[config.mk]
export PLATFORM = sky130hd
export DESIGN_NAME = alu_result_stage_flat
export DESIGN_NICKNAME = d
export VERILOG_FILES = /design/src/rtl/alu_result_stage_if.sv /design/src/rtl/alu_result_stage.sv /design/src/flat_wrapper.sv
export SDC_FILE = /design/constraint.sdc
export NUM_CORES = 1
export LEC_CHECK = 0
export ABC_AREA = 1
export BUFFER_PORTS_ARGS = -buffer_cell sky130_fd_sc_hd__buf_2
export CAP_MARGIN = 20
export CORE_ASPECT_RATIO = 1.2
export CORE_MARGIN = 5
export CORE_UTILIZATION = 40
export CTS_CLUSTER_SIZE = 25
export DETAILED_ROUTE_END_ITERATION = 8
export GPL_ROUTABILITY_DRIVEN = 0
export PLACE_DENSITY = 0.76
export RECOVER_POWER = 25
export SETUP_SLACK_MARGIN = 0.3
export SYNTH_ARGS = -nofsm -noshare
export SYNTH_HDL_FRONTEND = slang
export SYNTH_SLANG_ARGS = --single-unit
[constraint.sdc]
create_clock -name CLK -period 4.1 [get_ports CLK]
set_input_delay 0.615 -clock CLK [delete_from_list [all_inputs] [get_ports CLK]]
set_output_delay 0.615 -clock CLK [all_outputs]
set_load 0.05 [all_outputs]
[src/rtl/alu_result_stage_if.sv]
// Handshake/bus bundle between the adder, the result stage and writeback.
// The DUT side uses slave; the producer/consumer side uses master.
interface alu_result_stage_if #(
  parameter int WIDTH = 16
);
  logic             IN_VALID;
  logic             IN_READY;
  logic             CTRL;
  logic [WIDTH-1:0] A;
  logic [WIDTH-1:0] B;
  logic [WIDTH-1:0] S;
  logic             COUT;
  logic             OUT_VALID;
  logic             OUT_READY;
  logic [WIDTH-1:0] RESULT;
  logic [3:0]       FLAGS;
  logic [7:0]       OVF_CNT;

  modport slave (
    input  IN_VALID, CTRL, A, B, S, COUT, OUT_READY,
    output IN_READY, OUT_VALID, RESULT, FLAGS, OVF_CNT
  );

  modport master (
    output IN_VALID, CTRL, A, B, S, COUT, OUT_READY,
    input  IN_READY, OUT_VALID, RESULT, FLAGS, OVF_CNT
  );
endinterface

[src/rtl/alu_result_stage.sv]
// Two-entry in-order buffer capturing adder sum and {Z,N,C,V} flags,
// with a saturating count of signed-overflow results.
module alu_result_stage #(
  parameter int WIDTH = 16
) (
  input logic               CLK,
  input logic               RST,
  alu_result_stage_if.slave bus
);
  localparam int MSB = WIDTH - 1;

  typedef struct packed {
    logic [WIDTH-1:0] res;
    logic [3:0]       flg;
  } entry_t;

  entry_t     mem_q [2];
  entry_t     mem_d [2];
  logic       rd_q, rd_d;
  logic       wr_q, wr_d;
  logic [1:0] cnt_q, cnt_d;
  logic       rdy_q, rdy_d;
  logic [7:0] ovf_q, ovf_d;

  logic   push, pop;
  logic   z, n, c, v;
  entry_t new_e;

  assign push = bus.IN_VALID & rdy_q;
  assign pop  = (cnt_q != 2'd0) & bus.OUT_READY;

  always_comb begin
    z = (bus.S == '0);
    n = bus.S[MSB];
    c = bus.COUT;
    // Subtract flips B's sign, so the same-sign test becomes differing signs.
    if (bus.CTRL)
      v = (bus.A[MSB] != bus.B[MSB]) & (bus.S[MSB] != bus.A[MSB]);
    else
      v = (bus.A[MSB] == bus.B[MSB]) & (bus.S[MSB] != bus.A[MSB]);
    new_e = '{res: bus.S, flg: {z, n, c, v}};
  end

  always_comb begin
    mem_d = mem_q;
    rd_d  = rd_q;
    wr_d  = wr_q;
    cnt_d = cnt_q;
    ovf_d = ovf_q;
    if (push) begin
      mem_d[wr_q] = new_e;
      wr_d        = ~wr_q;
      if (v && ovf_q != 8'hFF)
        ovf_d = ovf_q + 8'd1;
    end
    if (pop)
      rd_d = ~rd_q;
    unique case ({push, pop})
      2'b10:   cnt_d = cnt_q + 2'd1;
      2'b01:   cnt_d = cnt_q - 2'd1;
      default: cnt_d = cnt_q;
    endcase
    rdy_d = (cnt_d != 2'd2);
  end

  always_ff @(posedge CLK) begin
    if (RST) begin
      mem_q <= '{default: '0};
      rd_q  <= 1'b0;
      wr_q  <= 1'b0;
      cnt_q <= 2'd0;
      rdy_q <= 1'b1;
      ovf_q <= 8'd0;
    end else begin
      mem_q <= mem_d;
      rd_q  <= rd_d;
      wr_q  <= wr_d;
      cnt_q <= cnt_d;
      rdy_q <= rdy_d;
      ovf_q <= ovf_d;
    end
  end

  assign bus.IN_READY  = rdy_q;
  assign bus.OUT_VALID = (cnt_q != 2'd0);
  assign bus.RESULT    = mem_q[rd_q].res;
  assign bus.FLAGS     = mem_q[rd_q].flg;
  assign bus.OVF_CNT   = ovf_q;
endmodule
[src/flat_wrapper.sv]
// flat-port wrapper written by rule: the top's interface ports become plain ports
module alu_result_stage_flat 
#(
  parameter int WIDTH = 16
)
  (CLK, RST, bus_IN_VALID, bus_CTRL, bus_A, bus_B, bus_S, bus_COUT, bus_OUT_READY, bus_IN_READY, bus_OUT_VALID, bus_RESULT, bus_FLAGS, bus_OVF_CNT);
  alu_result_stage_if #(.WIDTH(WIDTH)) bus_i ();
  input logic CLK;
  input logic RST;
  input wire logic [$bits(bus_i.IN_VALID)-1:0] bus_IN_VALID;
  input wire logic [$bits(bus_i.CTRL)-1:0] bus_CTRL;
  input wire logic [$bits(bus_i.A)-1:0] bus_A;
  input wire logic [$bits(bus_i.B)-1:0] bus_B;
  input wire logic [$bits(bus_i.S)-1:0] bus_S;
  input wire logic [$bits(bus_i.COUT)-1:0] bus_COUT;
  input wire logic [$bits(bus_i.OUT_READY)-1:0] bus_OUT_READY;
  output wire logic [$bits(bus_i.IN_READY)-1:0] bus_IN_READY;
  output wire logic [$bits(bus_i.OUT_VALID)-1:0] bus_OUT_VALID;
  output wire logic [$bits(bus_i.RESULT)-1:0] bus_RESULT;
  output wire logic [$bits(bus_i.FLAGS)-1:0] bus_FLAGS;
  output wire logic [$bits(bus_i.OVF_CNT)-1:0] bus_OVF_CNT;
  assign bus_i.IN_VALID = bus_IN_VALID;
  assign bus_i.CTRL = bus_CTRL;
  assign bus_i.A = bus_A;
  assign bus_i.B = bus_B;
  assign bus_i.S = bus_S;
  assign bus_i.COUT = bus_COUT;
  assign bus_i.OUT_READY = bus_OUT_READY;
  assign bus_IN_READY = bus_i.IN_READY;
  assign bus_OUT_VALID = bus_i.OUT_VALID;
  assign bus_RESULT = bus_i.RESULT;
  assign bus_FLAGS = bus_i.FLAGS;
  assign bus_OVF_CNT = bus_i.OVF_CNT;
  alu_result_stage #(.WIDTH(WIDTH)) u_core (.CLK(CLK), .RST(RST), .bus(bus_i));
endmodule
==> impl_metrics.ini, run 1 <==
[status]
status = complete, no violations

[yosys]
yosys.area_share.simple_pct = 20.2
syn-cell-area_um2 = 2260
synth_ff_type = dfxtp_1
synth_compound_area_share_pct = 20.0
yosysTopAreaCell = dfxtp_1
yosysSeqAreaShare_pct = 45.1
syn-instance-count = 302
ys_async_sr_fraction_pct = 0
synth_top_family_by_area = simple AND/OR/NAND/NOR gates
synth.avg_cell_area_um2 = 7.49
yosys.area_share.adder_pct = 1.11
synth_edf_count = 0
yosysWarningCount = 0
yosysUniqueCellTypes = 28
ys_ff_latch = 51
muxShareOfSynthArea_pct = 0
synth_nets = 358
ys_top_cells_by_area = dfxtp_1 (45%), o21ai_0 (8.8%), inv_1 (8.3%)
synthXorXnorAreaFrac_pct = 1.16
yosys.area.top_type_share_pct = 45.1

[cts]
path_clk_slew_ns = 0.09
h-tree-depth = 2
clk_path_buf_depth = 2
postCtsSetupBuffers = 0
tritoncts = built
clock_sinks = 51
clockRootBuffer = clkbuf_8
postCtsHoldBufs = 0
cts_made_buffers = 5
clock_latency_ns = 0.29
cts_resized = 0

[drt]
drt_iter0_drc = 112
ant_nets = 0
dr.pass1.iters = 4
wl_um = 5000
num_vias = 2064
post_drt_wl_per_cell_um = 12.0
drcViolationCount = 0
vias_per_cell = 4.97

[global_routing]
grt_pass1_wl_um = 8490
antenna_found_initial = 0
grt_max_degree = 41
track_usage_pct = 14.2
grt.overflow.total = 0
grt_pass1_vias = 1990

[die]
die_w_um = 78.7
die_h_um = 92.4
core_area_um2 = 5590
io_pins = 84
rows = 30
start_util_pct = 40.5
die_area_um2 = 7270

[timing]
fin_crit_ns = 2.31
fmax_mhz = 433
maxSlewViolCount = 0
grt_setup_unrepaired = no
report.final.setup_viol = 0
timing.final.crit_share_pct = 56.3
worst_slew_pin_slew_ns = 0.932
relSlewSlack_pct = 37.8
hold_viol_final = 0
tns_ns = 0
fin_skew_ns = 0.00633

[placement]
port_buffers = 53
hpwl_um = 3450
place_area_um2 = 2540

[critical_path]
crit_type = reg -> out
worst_setup_path_end_kind = output port
crit_family = buffers and inverters
crit_path_start_kind = flop
crit_arrival_ns = 1.69
cp_slowest_cell = inv_1
cp_cell_sequence = inv_1 > buf_8 > nand2_1 > o21ai_0 > buf_2
critPathRequiredTime_ns = 3.48
max_stage_delay_ns = 0.40
cp_max_fo = 22
critPathBufInv = 3

[cells_and_area]
design_area_um2 = 2620
n_fill_cell = 590
fin_nets = 406
antenna_cells = 0
syn2layout_area_growth_pct = 15.6
drive_gt1_share_pct = 19.4

[power]
power_density_nw_per_um2 = 566
vdd_ir_drop_max_mv = 0.231
p_total_mw = 1.48
power.static_leakage_nw = 1.21

[min_path]
hold_class = reg -> reg

[flow_run]
maxCapViolCount = 0
## synthesized netlist by cell type, drive strengths merged (3+ instances only)
cell type and instances:
nand4 7, o21ai 42, nand2 51, nor2 25
dfxtp 51, o22ai 19, nand3 7, inv 50
a21oi 24, xor2 3, buf 9, clkbuf 6
## cells by family (layout without fill, tap and decap cells)
kind of cell    after synthesis  after routing
buf+inv                      66            115
xor+xnor                      3              3
simple gates                 95             95
compound gates               85             85
flops                        51             51
fa+ha+maj                     2              2
## final timing paths
| check | slack, ns | cells past startpoint | to | start |
|---|---|---|---|---|
| max reg2reg | 2.23 | 8 | u_core.cnt_q[1] | u_core.cnt_q[0] |
| max | 1.79 | 5 | bus_RESULT[6] | u_core.rd_q |
| min | 0.47 | 2 | u_core.mem_q[1] | u_core.mem_q[1] |
| min reg2reg | 0.47 | 2 | u_core.mem_q[1] | u_core.mem_q[1] |
## layout make-up
type | count | area (µm²) | share of cell area (%)
Clock buffer | 8 | 100 | 3.83
Inverter | 51 | 193 | 7.36
Sequential cell | 51 | 1020 | 39.0
Multi-Input combinational cell | 185 | 935 | 35.7
Timing Repair Buffer | 56 | 288 | 11.0
Tap cell | 64 | 80.1 | 3.06
## power breakdown
group          switching [mW]  internal (mW)
Clock                   0.152          0.154
Sequential             0.0377          0.568
Combinational           0.428          0.142
## routing by layer
layer,GRT usage [%],up-vias,share of wire (%)
met5,0,-,0
met4,3.50,0,0.90
met3,3.79,5,4.7
met2,24.3,45,47
met1,17.6,936,47
li1,-,1078,-
## worst reg2reg max path, stage by stage, from the launching register on
cell,delay [ns]
dfxtp_1,0.34
or2_2,0.29
nand2_1,0.11
inv_1,0.06
ha_1,0.32
a21oi_1,0.11
o21ai_0,0.11
or2_2,0.29
and3_1,0.14
## per-stage QoR
stage	hold WS, ns	utilization [%]	worst slack [ns]	instances
after floorplan	0.441	-	1.42	302
after global placement	0.453	45.3	1.89	406
after detailed placement	0.456	45.3	1.86	406
after CTS	0.472	47.1	1.52	414
after global routing	0.468	46.8	1.66	415
final	0.470	46.8	1.79	415
## state kept, by name (all words and copies together), names as in the netlist
name / cells
u_core.bus.OVF_CNT: 8
u_core.rd_q: 1
u_core.bus.IN_READY: 1
u_core.wr_q: 1
u_core.mem_q: 38
u_core.cnt_q: 2
## layout by cell type (no fill, tap or decap), types with 2 or more instances in the layout
cell | netlist | final
a21oi_1 | 23 | 23
nand2_2 | 5 | 3
o22ai_1 | 19 | 19
xor2_1 | 3 | 3
nand4_1 | 6 | 7
buf_2 | 4 | 47
inv_1 | 50 | 50
buf_4 | 3 | 2
or2_2 | 2 | 2
nand2_1 | 46 | 48
clkbuf_8 | 0 | 7
nor2_1 | 22 | 23
o21ai_0 | 40 | 40
nand3_1 | 5 | 5
dfxtp_1 | 51 | 51
ha_1 | 2 | 2
clkbuf_1 | 6 | 7
o21ai_1 | 2 | 2
No activity file was read; power rests on OpenSTA's default activity.
==> run 2, diff against run 1 <==
--- a/config.mk
+++ b/config.mk
@@ -5,7 +5,7 @@
 export SDC_FILE = /design/constraint.sdc
 export NUM_CORES = 1
 export LEC_CHECK = 0
-export ABC_AREA = 1
+export ABC_AREA = 0
 export BUFFER_PORTS_ARGS = -buffer_cell sky130_fd_sc_hd__buf_2
 export CAP_MARGIN = 20
 export CORE_ASPECT_RATIO = 1.2
@@ -14,7 +14,7 @@
 export CTS_CLUSTER_SIZE = 25
 export DETAILED_ROUTE_END_ITERATION = 8
 export GPL_ROUTABILITY_DRIVEN = 0
-export PLACE_DENSITY = 0.76
+export PLACE_DENSITY = 0.77
 export RECOVER_POWER = 25
 export SETUP_SLACK_MARGIN = 0.3
 export SYNTH_ARGS = -nofsm -noshare
==> constraint.sdc (replaced) <==
create_clock -name CLK -period 2.13 [get_ports CLK]
set_input_delay 0.3195 -clock CLK [delete_from_list [all_inputs] [get_ports CLK]]
set_output_delay 0.3195 -clock CLK [all_outputs]
set_load 0.05 [all_outputs]
==> impl_metrics.ini, run 2 <==
[placement]
hpwl_um = 3450
port_buffers = 53
place_area_um2 = 2490
dp_slack_ns = 0.274

[timing]
hold_viol_final = 0
fin_skew_ns = 0.00594
worst_slew_pin_slew_ns = 0.913
tns_ns = 0
layout_setup_ws_ns = 0.308
fmax_mhz = 549
fin_crit_ns = 1.82
grt_setup_unrepaired = yes
maxSlewViolCount = 0
report.final.setup_viol = 0
relSlewSlack_pct = 39.2
timing.final.crit_share_pct = 85.5

[global_routing]
grt_pass1_vias = 1838
grt_max_degree = 32
antenna_found_initial = 0
track_usage_pct = 14.2
grt.overflow.total = 0
grt_pass1_wl_um = 8180

[cells_and_area]
antenna_cells = 0
layout_commonest_cell = dfxtp_1
drive_gt1_share_pct = 28.9
n_fill_cell = 516
fin_nets = 340
largest_register_ffs = 38
mostFrequentLayoutCells = dfxtp_1 (50), nand2_1 (43), buf_2 (43)
design_area_um2 = 2570
syn2layout_area_growth_pct = 19.8
regMostFlops = u_core.mem_q
post-route-util_pct = 48.9

[yosys]
syn-cell-area_um2 = 2150
synth_ff_type = dfxtp_1
yosysMostFrequentCell = dfxtp_1
yosys.area_share.simple_pct = 17.6
synth.avg_cell_area_um2 = 9.29
yosysTopAreaCell = dfxtp_1
yosys.area_share.adder_pct = 1.17
synth_nets = 287
synth_compound_area_share_pct = 18.2
ys_ff_latch = 51
synthXorXnorAreaFrac_pct = 1.63
synth_top_family_by_area = compound AO/OA/AOI/OAI gates
synth_commonest_cells = dfxtp_1 (51), nand2_1 (43), a21oi_1 (27), mux2_2 (19), a22o_1 (17)
yosysWarningCount = 0
ys_async_sr_fraction_pct = 0
yosysUniqueCellTypes = 33
muxShareOfSynthArea_pct = 10.7
yosys.area.top_type_share_pct = 47.6
syn-instance-count = 231
ys_top_cells_by_area = dfxtp_1 (48%), mux2_2 (10%), nand2_1 (7.5%)
synth_edf_count = 0
yosysSeqAreaShare_pct = 47.6

[die]
die_w_um = 76.9
core_area_um2 = 5260
start_util_pct = 40.8
rows = 29
die_h_um = 90.3
die_area_um2 = 6940
io_pins = 84

[critical_path]
crit_path_start_kind = primary input
crit_type = in -> reg
crit_arrival_ns = 2.06
r2r-start = u_core.cnt_q[0]
rr_worst_depth = 7
critPathBufInv = 3
cp.depth = 5
max_stage_delay_ns = 0.71
cp_slowest_cell = clkbuf_1
critPathRequiredTime_ns = 2.37
reg2reg_to = u_core.bus.IN_READY
reg2reg_slack_ns = 0.34
worst_setup_path_end_kind = flop
path_common_cell = clkbuf_1
crit_family = buffers and inverters
cp_cell_sequence = clkbuf_1 > clkbuf_2 > a31oi_2 > clkbuf_1 > a22o_1
cp_max_fo = 31

[power]
power.static_leakage_nw = 1.05
vdd_ir_drop_max_mv = 0.401
p_total_mw = 2.65
power_density_nw_per_um2 = 1030

[min_path]
hold_class = in -> reg
hold_path_end = u_core.mem_q[1]
whs_path_depth = 2
hold_path_startpoint = bus_COUT

[drt]
num_vias = 1869
post_drt_wl_per_cell_um = 14.1
ant_nets = 0
wl_um = 4890
dr.pass1.iters = 4
drt_iter0_drc = 122
drcViolationCount = 0
vias_per_cell = 5.40

[flow_run]
maxCapViolCount = 0

[cts]
cts_resized = 0
path_clk_slew_ns = 0.09
postCtsHoldBufs = 0
clock_latency_ns = 0.30
postCtsSetupBuffers = 0
clk_path_buf_depth = 2
h-tree-depth = 2
tritoncts = built
clockRootBuffer = clkbuf_8
cts_made_buffers = 5
clock_sinks = 51

[status]
status = complete, no violations
run 2: report_power, final:
part | leakage, nW | internal (mW) | switching (mW)
registers | 0.415 | 1.06 | 0.0677
clock network | 0.0470 | 0.255 | 0.297
logic | 0.590 | 0.325 | 0.640
run 2: layer usage:
metal | part of all wire [%] | track usage, %
met3 | 5.6 | 2.79
met2 | 49 | 24.2
met1 | 42 | 16.4
met4 | 3.0 | 8.02
met5 | 0 | 0
run 2: how the worst max path moves through the flow:
stage	start	to	slack, ns
6_report	RST	u_core.mem_q[14]	0.31
5_1_grt	RST	u_core.mem_q[15]	0.17
4_1_cts	u_core.cnt_q[0]	u_core.bus.IN_READY	0.31
3_5_place_dp	bus_B[15]	u_core.bus.OVF_CNT[5]	0.27
3_3_place_gp	bus_IN_VALID	u_core.mem_q[7]	0.23
2_1_floorplan	u_core.cnt_q[0]	u_core.bus.IN_READY	0.31
run 2: layout make-up:
| cell class | instances | area [µm²] | share of cell area [%] |
|---|---|---|---|
| inverter | 2 | 7.51 | 0.292 |
| tap | 62 | 77.6 | 3.02 |
| clock inverter | 1 | 5.00 | 0.195 |
| timing repair buffer | 59 | 295 | 11.5 |
| multi-input combinational | 165 | 1080 | 42.1 |
| clock buffer | 6 | 82.6 | 3.21 |
| sequential | 51 | 1020 | 39.7 |
run 2: cell families (layout without fill, tap and decap cells):
logic type	Yosys count	in the layout
mux	20	20
buf+inv	15	68
flops	51	51
fa+ha+maj	2	2
xor+xnor	4	4
simple gates	78	78
compound gates	61	61
run 2: per-stage QoR:
stage               cells  hold WS (ns)
floorplan             231         0.420
global placement      338         0.434
detailed placement    339         0.441
CTS                   346         0.240
global route          346         0.252
finish                346         0.245
==> run 3, diff against run 2 <==
==> constraint.sdc (replaced) <==
create_clock -name CLK -period 2.3 [get_ports CLK]
set_input_delay 0.345 -clock CLK [delete_from_list [all_inputs] [get_ports CLK]]
set_output_delay 0.345 -clock CLK [all_outputs]
set_load 0.05 [all_outputs]
==> impl_metrics.ini, run 3 (synthesis results as in run 2) <==
[die]
die_area_um2 = 6940
io_pins = 84
die_w_um = 76.9
die_h_um = 90.3
rows = 29
start_util_pct = 40.8
core_area_um2 = 5260

[cells_and_area]
antenna_cells = 0
largest_register_ffs = 38
fin_nets = 340
drive_gt1_share_pct = 28.4
layout_commonest_cell = dfxtp_1
syn2layout_area_growth_pct = 20.3
regMostFlops = u_core.mem_q
mostFrequentLayoutCells = dfxtp_1 (50), buf_2 (44), nand2_1 (43)
design_area_um2 = 2580

[global_routing]
grt_pass1_vias = 1766
grt.overflow.total = 0
antenna_found_initial = 0
grtUsageMet2_pct = 24.2
met3_usage_pct = 3.09
top_usage_layer = met2
grt_use_met1_pct = 17.2
grt_pass1_wl_um = 8200
grt_max_degree = 32
track_usage_pct = 14.3

[power]
power_frac_seq_pct = 41.6
vdd_ir_drop_max_mv = 0.373
power.static_leakage_nw = 1.07
p_sw_mw = 0.939
switching_share_pct = 36.8
power_frac_clock_pct = 25.1
p_int_mw = 1.61
power_density_nw_per_um2 = 988
p_total_mw = 2.55
comb_power_share_pct = 33.3

[placement]
port_buffers = 53
place_area_um2 = 2480
hpwl_um = 3480

[cts]
postCtsSetupBuffers = 0
cts_resized = 1
tritoncts = built
clockRootBuffer = clkbuf_8
clock_latency_ns = 0.31
postCtsHoldBufs = 0
clk_path_buf_depth = 2
path_clk_slew_ns = 0.09
clock_sinks = 51
h-tree-depth = 2
cts_made_buffers = 5

[timing]
timing.final.crit_share_pct = 83.3
hold-worst-slack_ns = 0.264
fmax_mhz = 522
relSlewSlack_pct = 23.5
fin_skew_ns = 0.00576
fin_crit_ns = 1.92
hold_viol_final = 0
worst_slew_pin_slew_ns = 1.15
tns_ns = 0
maxSlewViolCount = 0
grt_setup_unrepaired = no
report.final.setup_viol = 0

[drt]
drt_iter0_drc = 96
dr.pass1.iters = 4
drcViolationCount = 0
post_drt_wl_per_cell_um = 14.4
num_vias = 1880
ant_nets = 0
wl_um = 4990
vias_per_cell = 5.42

[critical_path]
max_stage_delay_ns = 0.36
crit_arrival_ns = 2.11
critPathRequiredTime_ns = 2.50
cp_max_fo = 3
cp_slowest_cell = or3_1
crit_type = reg -> reg
crit_path_start_kind = flop
worst_setup_path_end_kind = flop
cp_cell_sequence = or2_2 > and2_0 > ha_1 > or3_1 > a21oi_1 > nand2_1

[status]
status = complete, no violations

[flow_run]
maxCapViolCount = 0

[min_path]
hold_class = in -> reg
-- run 3: worst max-delay path: cells and delay by family (launching register included) --
family	cells	cell delay [ns]
AO/OA/AOI/OAI	1	0.19
flip-flops	1	0.34
AND/OR/NAND/NOR	4	0.93
adder cells (fa/ha/maj)	1	0.35
-- run 3: per-stage QoR --
stage | setup WS [ns] | utilization (%) | std cells
floorplan | 0.356 | - | 231
global placement | 0.400 | 47.0 | 338
detailed placement | 0.426 | 47.2 | 339
CTS | 0.378 | 49.5 | 347
global route | 0.223 | 49.1 | 347
finish | 0.383 | 49.1 | 347
-- run 3: per-layer routing --
layer	wire length [µm]	up-vias
li1	-	933
met1	2220	902
met2	2460	39
met3	210	6
met4	88	0
met5	0	-
-- run 3: final timing paths --
| path | start | to | slack [ns] | cells after the start |
|---|---|---|---|---|
| worst max register to register | u_core.cnt_q[0] | u_core.bus.IN_READY | 0.38 | 6 |
| worst min-delay path | bus_COUT | u_core.mem_q[1] | 0.26 | 2 |
| worst min register to register | u_core.mem_q[37] | u_core.mem_q[37] | 0.46 | 2 |
| worst max-delay path | u_core.cnt_q[0] | u_core.bus.IN_READY | 0.38 | 6 |
-- run 3: power by group through the flow --
stage               combinational (mW)  sequential (mW)  clock (mW)
floorplan                        0.659             1.07           0
global route                     0.902             1.08       0.706
CTS                              0.866             1.06       0.655
global placement                 0.851             1.07           0
detailed placement               0.863             1.08           0
finish                           0.850             1.06       0.641
-- run 3: final cells by class --
type	count	area, µm²
fillers	508	2680
inverters	2	7.51
well taps	62	77.6
clock buffers	6	82.6
flip-flops and latches	51	1020
clock inverters	2	35.0
repair buffers	59	295
multi-input cells	165	1060
